### config.mk
export PLATFORM = sky130hd
export DESIGN_NAME = branch_cond_unit
export DESIGN_NICKNAME = d
export VERILOG_FILES = /design/src/rtl/branch_cond_unit.sv
export SDC_FILE = /design/constraint.sdc
export NUM_CORES = 1
export LEC_CHECK = 0
export CAP_MARGIN = 20
export CORE_ASPECT_RATIO = 1.5
export CORE_MARGIN = 2
export CORE_UTILIZATION = 50
export DETAILED_ROUTE_END_ITERATION = 7
export DONT_BUFFER_PORTS = 1
export PLACE_DENSITY = 0.68
export SETUP_SLACK_MARGIN = 0.05
export SYNTH_ARGS = -nofsm -noshare
export SYNTH_HDL_FRONTEND = slang
export SYNTH_SLANG_ARGS = --single-unit
export TNS_END_PERCENT = 50
### constraint.sdc
create_clock -name clk -period 2.7 [get_ports clk]
set_input_delay 0.81 -clock clk [delete_from_list [all_inputs] [get_ports clk]]
set_output_delay 0.81 -clock clk [all_outputs]
set_load 0.01 [all_outputs]
### src/rtl/branch_cond_unit.sv
// Flag-driven control-flow unit: evaluates BRF/JMP/MOVF against the flag byte
// and owns the program counter, squashing issue slots after a taken branch.
module branch_cond_unit #(
   parameter int unsigned     PC_W         = 8,
   parameter logic [PC_W-1:0] RESET_PC     = '0,
   parameter int unsigned     FLUSH_CYCLES = 1
) (
   input  logic            clk,
   input  logic            reset,
   input  logic [7:0]      flags,
   input  logic            instr_valid,
   input  logic [4:0]      instr,
   input  logic [2:0]      s,
   input  logic            val,
   input  logic [PC_W-1:0] target,
   output logic [PC_W-1:0] pc,
   output logic            taken,
   output logic            flush,
   output logic [7:0]      flags_rd,
   output logic            flags_rd_vld
);

   localparam logic [0:0] StRun   = 1'b0;
   localparam logic [0:0] StFlush = 1'b1;

   localparam logic [4:0] OpMovf = 5'h1A;
   localparam logic [4:0] OpBrf  = 5'h1B;
   localparam logic [4:0] OpJmp  = 5'h1C;

   localparam logic [2:0] FlushCnt = 3'(FLUSH_CYCLES);
   localparam bit         HasFlush = (FLUSH_CYCLES != 0);

   logic [0:0]      state_q, state_d;
   logic [2:0]      cnt_q, cnt_d;
   logic [PC_W-1:0] pc_q, pc_d;
   logic            taken_q, taken_d;
   logic            flush_q, flush_d;
   logic [7:0]      flags_rd_q, flags_rd_d;
   logic            vld_q, vld_d;
   logic            branch;

   always_comb begin
      state_d    = state_q;
      cnt_d      = cnt_q;
      pc_d       = pc_q;
      taken_d    = 1'b0;
      flush_d    = flush_q;
      flags_rd_d = flags_rd_q;
      vld_d      = 1'b0;
      branch     = 1'b0;

      if (state_q == StFlush) begin
         // Squashed slot: no decode, pc holds until the count drains.
         cnt_d = cnt_q - 3'd1;
         if (cnt_q == 3'd1) begin
            state_d = StRun;
            flush_d = 1'b0;
         end
      end else if (instr_valid) begin
         case (instr)
            OpBrf:   branch = (flags[s] == val);
            OpJmp:   branch = 1'b1;
            OpMovf: begin
               if (val) begin
                  flags_rd_d = flags;
                  vld_d      = 1'b1;
               end
            end
            default: branch = 1'b0;
         endcase

         if (branch) begin
            pc_d    = target;
            taken_d = 1'b1;
            if (HasFlush) begin
               state_d = StFlush;
               cnt_d   = FlushCnt;
               flush_d = 1'b1;
            end
         end else begin
            pc_d = pc_q + 1'b1;
         end
      end
   end

   always_ff @(posedge clk) begin
      if (reset) begin
         state_q    <= StRun;
         cnt_q      <= 3'd0;
         pc_q       <= RESET_PC;
         taken_q    <= 1'b0;
         flush_q    <= 1'b0;
         flags_rd_q <= 8'h00;
         vld_q      <= 1'b0;
      end else begin
         state_q    <= state_d;
         cnt_q      <= cnt_d;
         pc_q       <= pc_d;
         taken_q    <= taken_d;
         flush_q    <= flush_d;
         flags_rd_q <= flags_rd_d;
         vld_q      <= vld_d;
      end
   end

   assign pc           = pc_q;
   assign taken        = taken_q;
   assign flush        = flush_q;
   assign flags_rd     = flags_rd_q;
   assign flags_rd_vld = vld_q;

endmodule
== Yosys cells after proc, flatten, opt, wreduce, memory -nomap -nowiden ==
Index checks and enable logic that the tools add are counted.

* Eq/ne operators: 6
* Order comparisons: 1
* Muxes and demuxes: 18
* Reduce and logical (&&, ||, !) cells: 8
* Bitwise operators: 3
* $add $sub $neg: 2

{| class="wikitable"
|+ Operator list
! kind !! number
|-
| 5-bit equality test, second input constant || 3
|-
| 1-bit 2-to-1 mux || 12
|-
| 3-bit 2-to-1 mux || 3
|-
| 8-bit by 1-bit adder with 8-bit output, second input constant || 1
|-
| 8-bit 2-to-1 mux || 1
|-
| 3-bit by 4-bit < comparator with 1-bit output, second input constant || 1
|-
| 2-bit AND reduction || 2
|-
| 4-bit AND reduction || 1
|-
| 2-bit nonzero test || 2
|-
| 4-bit OR reduction || 1
|-
| 1-bit binary-select mux with 3-bit select || 1
|-
| 3-bit by 1-bit equality test with 1-bit output, second input constant || 1
|-
| 1-bit inverter || 3
|-
| 3-bit AND reduction || 1
|-
| 3-bit by 1-bit subtractor with 3-bit output, second input constant || 1
|-
| 2-bit by 1-bit != test with 1-bit output, second input constant || 1
|-
| 1-bit one-hot mux with 2 select lines || 1
|-
| 2-bit OR reduction || 1
|-
| 1-bit equality test || 1
|}

* Register bits after elaboration: 23

== Depth between registers and ports, before layout ==
* Depth in word-level cells: 9
* Mapped depth: 6
* Depth with buffers taken out: 6

== Worst setup path after synthesis ==
No wires, ideal clock.

* Path kind: input -> register
* Start point: input port s[0]
* End point: register cnt_q[2]
* Data required time: 2594 ps
* Slack: 131 ps
* Arrival: 2463 ps
* Stages on the path: 5
* Path through: mux4_1 > mux2i_4 > mux2_4 > or4_1 > o311ai_0

* Cells in the longest elaborated chain, start to end: 8

{| class="wikitable"
|+ Ends and longest elaborated chain
! item !! RTL line !! RTL
|-
| start: declaration || 13 || <nowiki>input logic [2:0] s,</nowiki>
|-
| 1-bit binary-select mux with 3-bit select || 61 || <nowiki>OpBrf: branch = (flags[s] == val);</nowiki>
|-
| 1-bit 2-to-1 mux (not written as such) || 61 ||
|-
| 1-bit equality test || 61 ||
|-
| 1-bit one-hot mux with 2 select lines || 60 || <nowiki>case (instr)</nowiki>
|-
| 1-bit 2-to-1 mux || 59 || <nowiki>end else if (instr_valid) begin</nowiki>
|-
| 1-bit 2-to-1 mux || 52 || <nowiki>if (state_q == StFlush) begin</nowiki>
|-
| 2-bit nonzero test (no line) || - ||
|-
| 2-bit AND reduction (no line) || - ||
|-
| end signal: assignment || 97 || <nowiki>cnt_q <= cnt_d;</nowiki>
|-
| end: declaration || 34 || <nowiki>logic [2:0] cnt_q, cnt_d;</nowiki>
|}

Every way passes these cells. The select of a mux whose other input is x is not followed.
A chain may end at the register's enable or synchronous reset.

== Final worst setup path ==
Same ends and word-level chain as after synthesis.

==> reports/results.txt <==
Crit Path Max Fanout - 9
Clock Path Buffers - 2
H-tree lvl count - 1
Fillers - 241
Via count - 1104
Pre-antenna DRT Iters - 4
Top-Level Pins - 47
HP Class - reg -> reg
I/O Buffers - 0
DR vias/cell - 6.65
Total Die Area - 0.00306 mm²
Top_reg_cell synth - dfxtp_1
Flops & latches, synth - 23
Final period util - 86.2%
Routed Antenna Nets - 0
Synth top area share - 35.0%
R2r startpoint - pc[0]$_SDFFE_PP0P_
Fin Hold WS - 480 ps
First-pass GRT wire length - 4.80 mm
Crit path DAT - 2540 ps
CTS tree - done
Layout area overhead - 0.476%
Top post-synthesis cells by count - dfxtp_1, nor2_1, nand2_1
Initial cell density of the core - 53.1%
Setup TNS - 0 ps
Wirelength per Cell - 17.2 µm
Clock Latency Late Sink - 310 ps
N_diodes - 0
Hold Crit Start - cnt_q[1]$_SDFFE_PP0P_
Nets - 174
Setup crit start - s[0]
WHS Path Cells - 2
Die Span X - 45.9 µm
Register area share after synthesis - 35.0%
Clock-pin slew on the worst setup and hold paths - 130 ps
Post-Place Worst Slack - 49.4 ps
FF-to-FF path depth - 6
CP endpoint kind - flip-flop
Post-synth ARST share - 0%
R2r endpoint - pc[6]$_SDFFE_PP0P_
Critical path type - in -> reg
Leakage - 0.000500 µW
Cts bufs inserted - 3
Crit path max-delay family - multiplexers
Die height - 66.8 µm
RSZ-0062 raised after global routing - no
Bufs and invs on worst path - 0
RePlAce Congestion - 0.758
All-layer global routing usage - 21.0%
Post-Synthesis Cells - 143
Total wire length - 2.86 mm
Mapped Avg Cell Area - 9.20 µm²
Setup Buffers After CTS - 0
CP Launch Type - primary input
Post-synthesis cell type count - 40
Core area - 0.00248 mm²
Pins over their slew limit - 0
Vias in the first global route - 1129
Pwr Density - 439 mW/mm²
Syn_nets - 174
Yosys top cell by area - dfxtp_1
Max_slew headroom - 72.8%
Grt peak-use layer - met2
Root buffer cell - clkbuf_4
Met2 Usage GRT - 38.7%
Placed cell area - 0.00129 mm²
Post-layout total power - 581 µW
Outcome - completed
Pin count of the biggest net entering global routing - 26
Dominant cells by area after synthesis - dfxtp_1, mux2i_1, o211ai_1
EDFF count, synth - 0
Slowest stage cell, crit path - mux4_1
R2R setup slack - 1010 ps
Resize count post-CTS - 0
Footprint of the multi-input gates - 773 µm²
Initial antenna violation count - 0
Met1 Use GR - 21.0%
Sequential cell area - 460 µm²
Number of buffers inserted by hold repair at cts - 0
Layout cells sized above 1 - 10.6%
Final setup vio count - 0
Overflow left after global routing - 0
Tightest Pin Transition - 400 ps
Hold Path End - cnt_q[1]$_SDFFE_PP0P_
Min Clock Period, post-route - 2330 ps
Skew final - 2.34 ps
Met3 usage - 5.42%
DRC - 0
Final WS setup - 373 ps
Crit path largest cell delay - 570 ps
Maximum clock frequency - 430 MHz
Final hold violations - 0
Initial drt markers - 27
Max cap viols - 0
CP required - 2910 ps
Cell Rows - 22
Design area - 0.00132 mm²
DP HPWL - 2.19 mm
Critical path cell sequence - mux4_1 -> mux2i_4 -> mux2_4 -> or4_1 -> o311ai_0
Clock sink count - 23
Cell area after synthesis - 0.00132 mm²
VDD IR-drop max - 0.289 mV
Top-count cell post-synth - dfxtp_1
Yosys warning count - 0
## stage by stage
step / utilization (%) / cells
after floorplan: - / 143
after global placement: 52.2 / 162
after detailed placement: 52.2 / 162
after CTS: 53.3 / 166
after global routing: 53.3 / 166
final: 53.3 / 166
## cells in the final DEF, fill, tap and decap left out, drive strengths merged, types with 2 or more instances in the layout
master,synthesis,final
dfxtp,23,23
nor2,15,15
nand2,13,13
o211ai,10,10
mux2i,10,10
nand3,9,9
nor2b,6,6
a31oi,6,6
inv,3,3
o21ai,3,3
o221ai,3,3
ha,3,3
clkbuf,4,3
and2,3,3
nand3b,2,2
nor3b,2,2
mux4,2,2
or2,2,2
nor4,2,2
or4,2,2
nor4b,2,2
nor3,2,2
a21oi,2,2
buf,0,2
nand4,2,2
clkinv,1,2
## area by class of cell
class / count / area share (%)
timing repair buffer: 2 / 1.14
sequential: 23 / 34.8
clock inverter: 1 / 0.379
tap: 24 / 2.27
inverter: 4 / 1.14
multi-input combinational: 109 / 58.5
clock buffer: 3 / 1.70
## layer usage
layer	wire length, µm	up-vias
met3	207	2
met4	25	0
met2	1570	41
met1	1060	523
li1	-	538
met5	0	-
## cells by family (layout without fill, tap and decap cells)
| group | after synthesis | after routing | synth area share (%) |
|---|---|---|---|
| flip-flops | 23 | 23 | 35.0 |
| adder cells (fa/ha/maj) | 3 | 3 | 2.85 |
| AND/OR/NAND/NOR | 63 | 63 | 25.1 |
| multiplexers | 13 | 13 | 14.0 |
| buffers and inverters | 11 | 10 | 6.18 |
| AO/OA/AOI/OAI | 30 | 30 | 16.8 |
## tightest hold or removal path: cells and delay by family (launching register included)
kind,cells,cell delay (ps)
DFF,1,330
and+or+nand+nor,1,60
AOI/OAI and AO/OA,1,60
## report_power, final
part / total [µW] / switching [µW] / leakage (µW) / internal (µW)
combinational: 59.3 / 29.7 / 0.000296 / 29.6
clock: 159 / 104 / 0.0000177 / 55.3
sequential: 362 / 13.8 / 0.000186 / 348
total: 581 / 147 / 0.000500 / 433
## sequential cells by signal, summed over array words and instances (netlist names)
signal,cells
cnt_q,3
flags_rd,8
flags_rd_vld,1
flush,1
pc,8
state_q,1
taken,1
## worst max path at each step
stage | end | cells past startpoint
3_3_place_gp | cnt_q[2]$_SDFFE_PP0P_ | 5
2_1_floorplan | cnt_q[2]$_SDFFE_PP0P_ | 5
3_5_place_dp | cnt_q[2]$_SDFFE_PP0P_ | 5
5_1_grt | cnt_q[2]$_SDFFE_PP0P_ | 5
4_1_cts | cnt_q[2]$_SDFFE_PP0P_ | 5
6_report | cnt_q[2]$_SDFFE_PP0P_ | 5
(Power assumes the default switching activity.)
